<file path="src/rtl/adsr_envelope_if.sv">
// adsr_envelope_if: note/control bundle between a voice controller and one
// ADSR envelope generator.
//   trigger        one-cycle note-on pulse
//   gate           high while the note is held
//   velocity       note-on velocity, sampled with trigger
//   attack_rate    level increase per tick (1/128 volume LSB)
//   decay_rate     level decrease per tick while decaying
//   sustain_level  sustain as a fraction of velocity (127 = full)
//   release_rate   level decrease per tick while releasing
//   volume         registered envelope output (7-bit)
//   active         envelope not idle
//   env_state      IDLE=0 ATTACK=1 DECAY=2 SUSTAIN=3 RELEASE=4
interface adsr_envelope_if;
  logic       trigger;
  logic       gate;
  logic [6:0] velocity;
  logic [6:0] attack_rate;
  logic [6:0] decay_rate;
  logic [6:0] sustain_level;
  logic [6:0] release_rate;
  logic [6:0] volume;
  logic       active;
  logic [2:0] env_state;

  modport master (
    output trigger, gate, velocity, attack_rate, decay_rate, sustain_level, release_rate,
    input  volume, active, env_state
  );

  modport slave (
    input  trigger, gate, velocity, attack_rate, decay_rate, sustain_level, release_rate,
    output volume, active, env_state
  );
endinterface

</file>
<file path="src/rtl/adsr_envelope.sv">
// adsr_envelope: per-voice ADSR envelope generator driving a 7-bit voice
// volume. Level is 14-bit 7.7 fixed point and moves on a free-running
// envelope tick every TICK_DIV clocks.
//   clk    system clock, rising edge
//   reset  synchronous, active-low
//   bus    adsr_envelope_if.slave (note events, rate controls, outputs)
module adsr_envelope #(
  parameter int unsigned TICK_DIV = 50000
) (
  input  logic            clk,
  input  logic            reset,
  adsr_envelope_if.slave  bus
);

  localparam int unsigned CW = $clog2(TICK_DIV);

  typedef enum logic [2:0] {
    IDLE    = 3'd0,
    ATTACK  = 3'd1,
    DECAY   = 3'd2,
    SUSTAIN = 3'd3,
    RELEASE = 3'd4
  } state_e;

  state_e        state_q, state_d;
  logic [13:0]   level_q, level_d;
  logic [6:0]    vel_q, vel_d;
  logic [6:0]    volume_q;
  logic [CW-1:0] cnt_q;
  logic          tick;

  logic [13:0]   prod;
  logic [6:0]    sus_frac;
  logic [13:0]   peak;
  logic [13:0]   sus;
  logic [14:0]   attack_sum;
  logic [14:0]   decay_floor;

  assign tick = (cnt_q == CW'(TICK_DIV - 1));

  // Targets are recomputed every cycle so sustain_level edits apply live.
  always_comb begin
    prod        = 14'(bus.sustain_level) * 14'(vel_q);
    sus_frac    = 7'(prod / 14'd127);
    peak        = {vel_q, 7'b0};
    sus         = {sus_frac, 7'b0};
    attack_sum  = {1'b0, level_q} + {8'b0, bus.attack_rate};
    decay_floor = {1'b0, sus} + {8'b0, bus.decay_rate};
  end

  // State register
  always_ff @(posedge clk) begin
    if (!reset) begin
      state_q  <= IDLE;
      level_q  <= '0;
      vel_q    <= '0;
      cnt_q    <= '0;
      volume_q <= '0;
    end else begin
      state_q  <= state_d;
      level_q  <= level_d;
      vel_q    <= vel_d;
      cnt_q    <= tick ? '0 : cnt_q + CW'(1);
      volume_q <= level_q[13:7];
    end
  end

  // Next-state and level update. A trigger or gate release holds the level
  // for that cycle; arithmetic only happens when the state is kept.
  always_comb begin
    state_d = state_q;
    level_d = level_q;
    vel_d   = vel_q;
    if (bus.trigger && bus.velocity != 7'd0) begin
      vel_d   = bus.velocity;
      state_d = ATTACK;
    end else if (bus.trigger) begin
      if (state_q != IDLE) state_d = RELEASE;
    end else if (!bus.gate && (state_q == ATTACK || state_q == DECAY || state_q == SUSTAIN)) begin
      state_d = RELEASE;
    end else begin
      unique case (state_q)
        IDLE: level_d = '0;
        ATTACK: begin
          // Compare in 15 bits so level+rate never wraps; also clamps a
          // level left above a lower retrigger peak.
          if (bus.attack_rate == 7'd0 || (tick && attack_sum >= {1'b0, peak})) begin
            level_d = peak;
            state_d = DECAY;
          end else if (tick) begin
            level_d = attack_sum[13:0];
          end
        end
        DECAY: begin
          if (bus.decay_rate == 7'd0 || (tick && {1'b0, level_q} <= decay_floor)) begin
            level_d = sus;
            state_d = SUSTAIN;
          end else if (tick) begin
            level_d = level_q - 14'(bus.decay_rate);
          end
        end
        SUSTAIN: level_d = sus;
        RELEASE: begin
          if (bus.release_rate == 7'd0 || (tick && level_q <= 14'(bus.release_rate))) begin
            level_d = '0;
            state_d = IDLE;
          end else if (tick) begin
            level_d = level_q - 14'(bus.release_rate);
          end
        end
        default: begin
          level_d = '0;
          state_d = IDLE;
        end
      endcase
    end
  end

  // Outputs
  always_comb begin
    bus.volume    = volume_q;
    bus.active    = (state_q != IDLE);
    bus.env_state = state_q;
  end

endmodule
</file>
<file path="src/flat_wrapper.sv">
// flat-port wrapper written by rule: the top's interface ports become plain ports
module adsr_envelope_flat 
#(
  parameter int unsigned TICK_DIV = 50000
)
  (clk, reset, bus_trigger, bus_gate, bus_velocity, bus_attack_rate, bus_decay_rate, bus_sustain_level, bus_release_rate, bus_volume, bus_active, bus_env_state);
  adsr_envelope_if bus_i ();
  input  logic clk;
  input  logic reset;
  input wire logic [$bits(bus_i.trigger)-1:0] bus_trigger;
  input wire logic [$bits(bus_i.gate)-1:0] bus_gate;
  input wire logic [$bits(bus_i.velocity)-1:0] bus_velocity;
  input wire logic [$bits(bus_i.attack_rate)-1:0] bus_attack_rate;
  input wire logic [$bits(bus_i.decay_rate)-1:0] bus_decay_rate;
  input wire logic [$bits(bus_i.sustain_level)-1:0] bus_sustain_level;
  input wire logic [$bits(bus_i.release_rate)-1:0] bus_release_rate;
  output wire logic [$bits(bus_i.volume)-1:0] bus_volume;
  output wire logic [$bits(bus_i.active)-1:0] bus_active;
  output wire logic [$bits(bus_i.env_state)-1:0] bus_env_state;
  assign bus_i.trigger = bus_trigger;
  assign bus_i.gate = bus_gate;
  assign bus_i.velocity = bus_velocity;
  assign bus_i.attack_rate = bus_attack_rate;
  assign bus_i.decay_rate = bus_decay_rate;
  assign bus_i.sustain_level = bus_sustain_level;
  assign bus_i.release_rate = bus_release_rate;
  assign bus_volume = bus_i.volume;
  assign bus_active = bus_i.active;
  assign bus_env_state = bus_i.env_state;
  adsr_envelope #(.TICK_DIV(TICK_DIV)) u_core (.clk(clk), .reset(reset), .bus(bus_i));
endmodule
</file>
<file path="config.mk">
export PLATFORM = sky130hd
export DESIGN_NAME = adsr_envelope_flat
export DESIGN_NICKNAME = d
export VERILOG_FILES = /design/src/rtl/adsr_envelope_if.sv /design/src/rtl/adsr_envelope.sv /design/src/flat_wrapper.sv
export SDC_FILE = /design/constraint.sdc
export NUM_CORES = 1
export LEC_CHECK = 0
export ABC_CLOCK_PERIOD_IN_PS = 12500
export BUFFER_PORTS_ARGS = -buffer_cell sky130_fd_sc_hd__buf_2
export CORE_ASPECT_RATIO = 1.4
export CORE_MARGIN = 4
export CORE_UTILIZATION = 50
export DETAILED_ROUTE_END_ITERATION = 8
export PLACE_DENSITY = 0.8
export SLEW_MARGIN = 20
export SYNTH_ARGS = -nofsm -noshare
export SYNTH_HDL_FRONTEND = slang
export SYNTH_SLANG_ARGS = --single-unit
export TNS_END_PERCENT = 1
</file>
<file path="constraint.sdc">
create_clock -name clk -period 12.5 [get_ports clk]
set_input_delay 1.25 -clock clk [delete_from_list [all_inputs] [get_ports clk]]
set_output_delay 1.25 -clock clk [all_outputs]
set_load 0.02 [all_outputs]
</file>
Yosys cells after proc, flatten, opt, wreduce, memory -nomap -nowiden
Index checks and enable logic that the tools add are counted.
{ "word_totals": {"out_inout_bits": 11, "register_bits": 47, "input_bits": 39, "wordCells": 76} }
{ "classes": {"n_reduce_logical": 23, "addsub": 5, "n_lt_le_gt_ge": 3, "n_mul": 1, "n_div": 1, "muxes": 15, "bitwise_logic": 4, "eq_ne": 18} }
{ "ops": {"columns": ["operator", "count"], "rows": [
  ["$mux W14", 6],
  ["$pmux W14 S4", 1],
  ["$add A14 B7 Y15", 2],
  ["$sub A14 B7 Y14", 2],
  ["$logic_not A7 Y1", 3],
  ["$mux W3", 6],
  ["$add A16 B1 Y16 const B", 1],
  ["$eq A16 B16 Y1 const B", 1],
  ["$ge A15 B14 Y1", 1],
  ["$le A14 B15 Y1", 1],
  ["$div A14 B7 Y14 const B", 1],
  ["$le A14 B7 Y1", 1],
  ["$mul A7 B7 Y14", 1],
  ["$pmux W3 S4", 1],
  ["$ne A5 B4 Y1 const B", 2],
  ["$reduce_and A5 Y1", 2],
  ["$ne A3 B1 Y1 const B", 3],
  ["$ne A4 B4 Y1 const B", 2],
  ["$reduce_bool A7 Y1", 1],
  ["$eq A3 B2 Y1 const B", 2],
  ["$ne A3 B2 Y1 const B", 2],
  ["$reduce_and A6 Y1", 1],
  ["$reduce_or A2 Y1", 3],
  ["$logic_and A1 B1 Y1", 5],
  ["other kinds (12)", 19]
]} }

Logic depth before layout (Yosys ltp)
{ "depth": {"ltp_word": 11, "depth_mapped": 52, "ltp_nobuf": 49} }

Worst setup path after synthesis
No wires, ideal clock.
{ "synth_timing": {"kind": "input -> register", "from": "input bus_sustain_level[3]", "to": "register u_core.level_q[1]", "stages": 49, "setup_time_ns": 0.115, "slack_ns": 1.045, "t_arrival_ns": 11.341, "required_time_ns": 12.385, "path_cell_list": "and2_1 -> fa_1 -> inv_1 -> fa_1 -> inv_1 -> fa_1 -> inv_1 -> fa_1 -> inv_1 -> ha_1 -> buf_6 -> a21oi_2 -> o211ai_1 -> a211oi_4 -> and4_2 -> nand2_1 -> nor2_1 -> a211oi_2 -> [... 13 more ...] -> a32oi_1 -> a31oi_1 -> o2111ai_1 -> a41oi_1 -> o31ai_1 -> ha_1 -> a21boi_0 -> o21ai_0 -> a21boi_0 -> o21a_1 -> o21a_1 -> o32ai_1 -> a2111o_1 -> and3_1 -> o21ai_0 -> clkbuf_1 -> o21ai_0 -> and2_1"} }
{ "synth_via": {"elab_chain_len": 8, "word_cells_on_any_way": 10, "cone_classes": "add/sub: 1; mul: 1; div: 1; order compare: 1; eq/ne: 1; mux: 2; reduce/logical: 3"} }
{ "synth_lines": {"columns": ["element", "line", "text"], "rows": [
  ["start, declared", "flat_wrapper.sv:15", "input wire logic [$bits(bus_i.sustain_level)-1:0] bus_sustain_level;"],
  ["$mul A7 B7 Y14 *", "adsr_envelope.sv:43", "prod = 14'(bus.sustain_level) * 14'(vel_q);"],
  ["$div A14 B7 Y14 *", "adsr_envelope.sv:44", "sus_frac = 7'(prod / 14'd127);"],
  ["$add A14 B7 Y15 *", "adsr_envelope.sv:48", "decay_floor = {1'b0, sus} + {8'b0, bus.decay_rate};"],
  ["$le A14 B15 Y1 *", "adsr_envelope.sv:95", "if (bus.decay_rate == 7'd0 || (tick && {1'b0, level_q} <= decay_floor)) begin"],
  ["$logic_and A1 B1 Y1 *", "adsr_envelope.sv:95", null],
  ["$logic_or A1 B1 Y1 *", "adsr_envelope.sv:95", null],
  ["$ne A3 B2 Y1 (no line) / $mux W14 (equally long branches)", null, null],
  ["$reduce_and A6 Y1 (no line) / $pmux W14 S4 (equally long branches)", null, null],
  ["end signal, assigned", "adsr_envelope.sv:61", "level_q <= level_d;"],
  ["end, declared", "adsr_envelope.sv:26", "logic [13:0] level_q, level_d;"]
]} }
Mark *: on every way between the ends. The rest lies on a longest branch, timed or not.
A chain may end at the register's enable or synchronous reset.

Worst setup path after layout
{ "layout_timing": {"from": "input bus_sustain_level[3]", "to": "register u_core.level_q[8]"} }
{ "layout_via": {"elab_chain_len": 8, "word_cells_on_any_way": 10, "cone_classes": "add/sub: 1; mul: 1; div: 1; order compare: 1; eq/ne: 1; mux: 2; reduce/logical: 3"} }
{ "layout_lines": {"columns": ["element", "line"], "rows": [
  ["$mul A7 B7 Y14 *", "adsr_envelope.sv:43"],
  ["$div A14 B7 Y14 *", "adsr_envelope.sv:44"],
  ["$add A14 B7 Y15", "adsr_envelope.sv:48"],
  ["$le A14 B15 Y1", "adsr_envelope.sv:95"],
  ["$logic_and A1 B1 Y1", "adsr_envelope.sv:95"],
  ["$logic_or A1 B1 Y1", "adsr_envelope.sv:95"],
  ["$ne A3 B2 Y1 (no line) / $mux W14 (equally long branches)", null],
  ["$reduce_and A6 Y1 (no line) / $pmux W14 S4 (equally long branches)", null]
]} }
Marks and branches as above.

==> results.sh <==
export IMPL_status="finished clean"
export IMPL_cts_buffers=5
export IMPL_n_fill_cell=1282
export IMPL_synthCells=905
export IMPL_synth_seq_cells=47
export IMPL_synth_ff_type="dfxtp_1"
export IMPL_ioPinCount=50
export IMPL_clock_latency_ns=0.30
export IMPL_met1_usage_pct=26.68
export IMPL_avgViaCountPerCell=6.065
export IMPL_top_usage_layer="met2"
export IMPL_avgSynthCellArea_sq_um=8.084
export IMPL_grt_max_degree=29
export IMPL_max_stage_delay_ns=0.54
export IMPL_grt_pass1_vias=6867
export IMPL_path_common_cell="inv_1"
export IMPL_crit_path_top_delay_cell="o41a_2"
export IMPL_layout_nets=1089
export IMPL_totalWireLength_um=19950
export IMPL_regArea_sq_um=940.9
export IMPL_grt_use_total_pct=24.76
export IMPL_cts_tree="built"
export IMPL_ir_worst_vdd_mv=0.09624
export IMPL_wire_per_inst_um=17.44
export IMPL_core_sq_um=14380
export IMPL_die_h_um=151.1
export IMPL_power_density_nw_per_um2=92.22
export IMPL_place_congestion=0.9525
export IMPL_crit_arrival_ns=12.05
export IMPL_start_kind="input port"
export IMPL_max_slew_margin_pct=43.81
export IMPL_clk_pin_slew_ns=0.07
export IMPL_leakage_nw=3.439
export IMPL_fmax_mhz=84.27
export IMPL_maxCapViolCount=0
export IMPL_grtUsageMet2_pct=45.81
export IMPL_worstSetupPathType="input port to flop"
export IMPL_num_rows=52
export IMPL_synth_seq_area_share_pct=12.86
export IMPL_ys_warn_count=0
export IMPL_endpoint_kind="flop"
export IMPL_ctsRootBufferMaster="clkbuf_16"
export IMPL_fp_dieArea_sq_um=16660
export IMPL_synth_edf_count=0
export IMPL_port_buffers=49
export IMPL_crit_required_ns=12.69
export IMPL_drt_drc_violations_left=0
export IMPL_hold_viol_final=0
export IMPL_hold_class="flop to flop"
export IMPL_p_int_uw=411.6
export IMPL_initialDrtViolationCount=400
export IMPL_fin_crit_ns=11.87
export IMPL_worst_slew_pin_slew_ns=0.8377
export IMPL_h_tree_depth=2
export IMPL_async_reset_ff_share_pct=0
export IMPL_setup_viol=0
export IMPL_cts_buffer_depth=2
export IMPL_cts_sinks=47
export IMPL_fin_area_sq_um=8045
export IMPL_place_area_sq_um=7687
export IMPL_antennaDiodeCount=0
export IMPL_start_util_pct=50.88
export IMPL_period_share_pct=94.94
export IMPL_cts_hold_buf=0
export IMPL_skew_ns=0.01023
export IMPL_grt_pass1_wl_um=33050
export IMPL_power_uw=741.9
export IMPL_power_frac_comb_pct=56.1
export IMPL_power_frac_seq_pct=22.4
export IMPL_crit_path_max_fanout=13
export IMPL_slew_violations=0
export IMPL_yosysUniqueCellTypes=118
export IMPL_multi_input_area_sq_um=6035
export IMPL_antenna_left=0
export IMPL_first_pass_iters=7
export IMPL_synth_nets=1040
export IMPL_grt_overflow=0
export IMPL_grt_use_met3_pct=2.345
export IMPL_synthToLayoutAreaGrowth_pct=9.971
export IMPL_num_vias=6938
export IMPL_die_x_um=110.2
export IMPL_drive_gt1_share_pct=18.01
export IMPL_dp_hpwl_um=16120
export IMPL_antenna_found_initial=0
export IMPL_swShare_pct=44.51
export IMPL_pwr_share_clk_pct=21.6
export IMPL_p_switching_uw=330.3
export IMPL_synth_area_sq_um=7316
## worst max-delay path, delay by kind of cell
family / cells / cell delay, ns
xor gates and xnor gates: 3 / 0.55
muxes: 2 / 0.54
buffers and inverters: 9 / 0.92
AOI/OAI and AO/OA: 22 / 4.23
adders and majority gates: 7 / 2.99
and+or+nand+nor: 8 / 1.54
## cell usage in the layout (no fill, tap or decap), drive strengths merged, types with 9 or more instances in the layout
cell type,n
a211oi,13
a21boi,13
a21o,13
a21oi,50
a31oi,9
and2,55
and3,9
buf,71
dfxtp,47
fa,27
ha,69
inv,68
nand2,93
nand2b,9
nand3,24
nand4,17
nor2,76
nor2b,9
nor3,27
nor4,11
o211ai,12
o21ai,47
o22ai,14
or2,9
xnor2,31
xor2,25
## cell usage after synthesis (9+ instances only)
cell type | n | area (sq um)
clkbuf_1 | 17 | 63.81
inv_1 | 66 | 247.7
ha_1 | 69 | 863.3
a21o_1 | 11 | 82.58
dfxtp_1 | 47 | 940.9
o22ai_1 | 14 | 87.58
o211ai_1 | 10 | 75.07
nand2_1 | 92 | 345.3
o21ai_0 | 41 | 205.2
fa_1 | 27 | 540.5
and2_1 | 52 | 325.3
nor3_1 | 24 | 120.1
nand3_1 | 21 | 105.1
a21oi_1 | 43 | 215.2
xnor2_1 | 29 | 254.0
nand4_1 | 15 | 93.84
a21boi_0 | 11 | 82.58
nor2_1 | 73 | 274.0
nor2b_1 | 9 | 56.30
xor2_1 | 20 | 175.2
## power by group through the flow
stage | combinational (mW) | sequential, mW | clock, mW
CTS | 0.392 | 0.166 | 0.162
finish | 0.416 | 0.166 | 0.160
global route | 0.455 | 0.167 | 0.168
floorplan | 0.311 | 0.164 | 0
detailed placement | 0.388 | 0.169 | 0
global placement | 0.384 | 0.169 | 0
## final timing paths
kind	from	cells past startpoint	to	slack (ns)
max	bus_sustain_level[3]	51	u_core.level_q[8]	0.63
min	u_core.cnt_q[0]	1	u_core.cnt_q[0]	0.45
max reg2reg	u_core.vel_q[6]	49	u_core.level_q[8]	1.25
min reg2reg	u_core.cnt_q[0]	1	u_core.cnt_q[0]	0.45
## area by class of cell
cell class	instances	area share (%)
timing repair buffer	71	5.101
tap	189	2.939
sequential	47	11.70
multi-input combinational	762	75.01
clock inverter	3	0.5754
inverter	67	3.126
clock buffer	5	1.555
## cells by family (layout without fill, tap and decap cells)
| family | count (synthesis) | count (layout) | share of synthesized area, % |
|---|---|---|---|
| flops | 47 | 47 | 12.86 |
| simple gates | 364 | 364 | 27.66 |
| xor+xnor | 56 | 56 | 7.731 |
| compound gates | 239 | 239 | 25.52 |
| buf+inv | 96 | 146 | 5.969 |
| mux | 4 | 4 | 0.6327 |
| fa+ha+maj | 99 | 99 | 19.63 |
## timing repair
| item | 4_1_cts | 5_1_grt |
|---|---|---|
| setup endpoints to repair | 0 | 15 |
| setup buffers | 0 | 13 |
| resized for setup | 0 | 15 |
## state kept, by name, indices dropped and copies added, names as in the netlist
register	flops
u_core.cnt_q	16
u_core.level_q	14
u_core.bus.volume	7
u_core.vel_q	7
u_core.bus.env_state	3
## per-layer routing
layer  share of wire (%)  routed length [um]
met1                  36                7279
met2                  53               10490
met3                 4.2                 833
met4                 6.8                1354
met5                   0                   0
## through the flow
step           worst slack (ns)  TNS (ns)  util, %  hold WS, ns  cells
2_1_floorplan             1.045         0        -       0.4179    905
3_3_place_gp             0.3412         0    53.46       0.4326   1123
3_5_place_dp            0.03451         0    53.46       0.4483   1123
4_1_cts                  0.3189         0    54.66       0.4581   1131
5_1_grt                -0.02809  -0.02809    55.95       0.4923   1144
6_report                 0.6328         0    55.95       0.4512   1144
No activity file was read; power rests on OpenSTA's default activity.
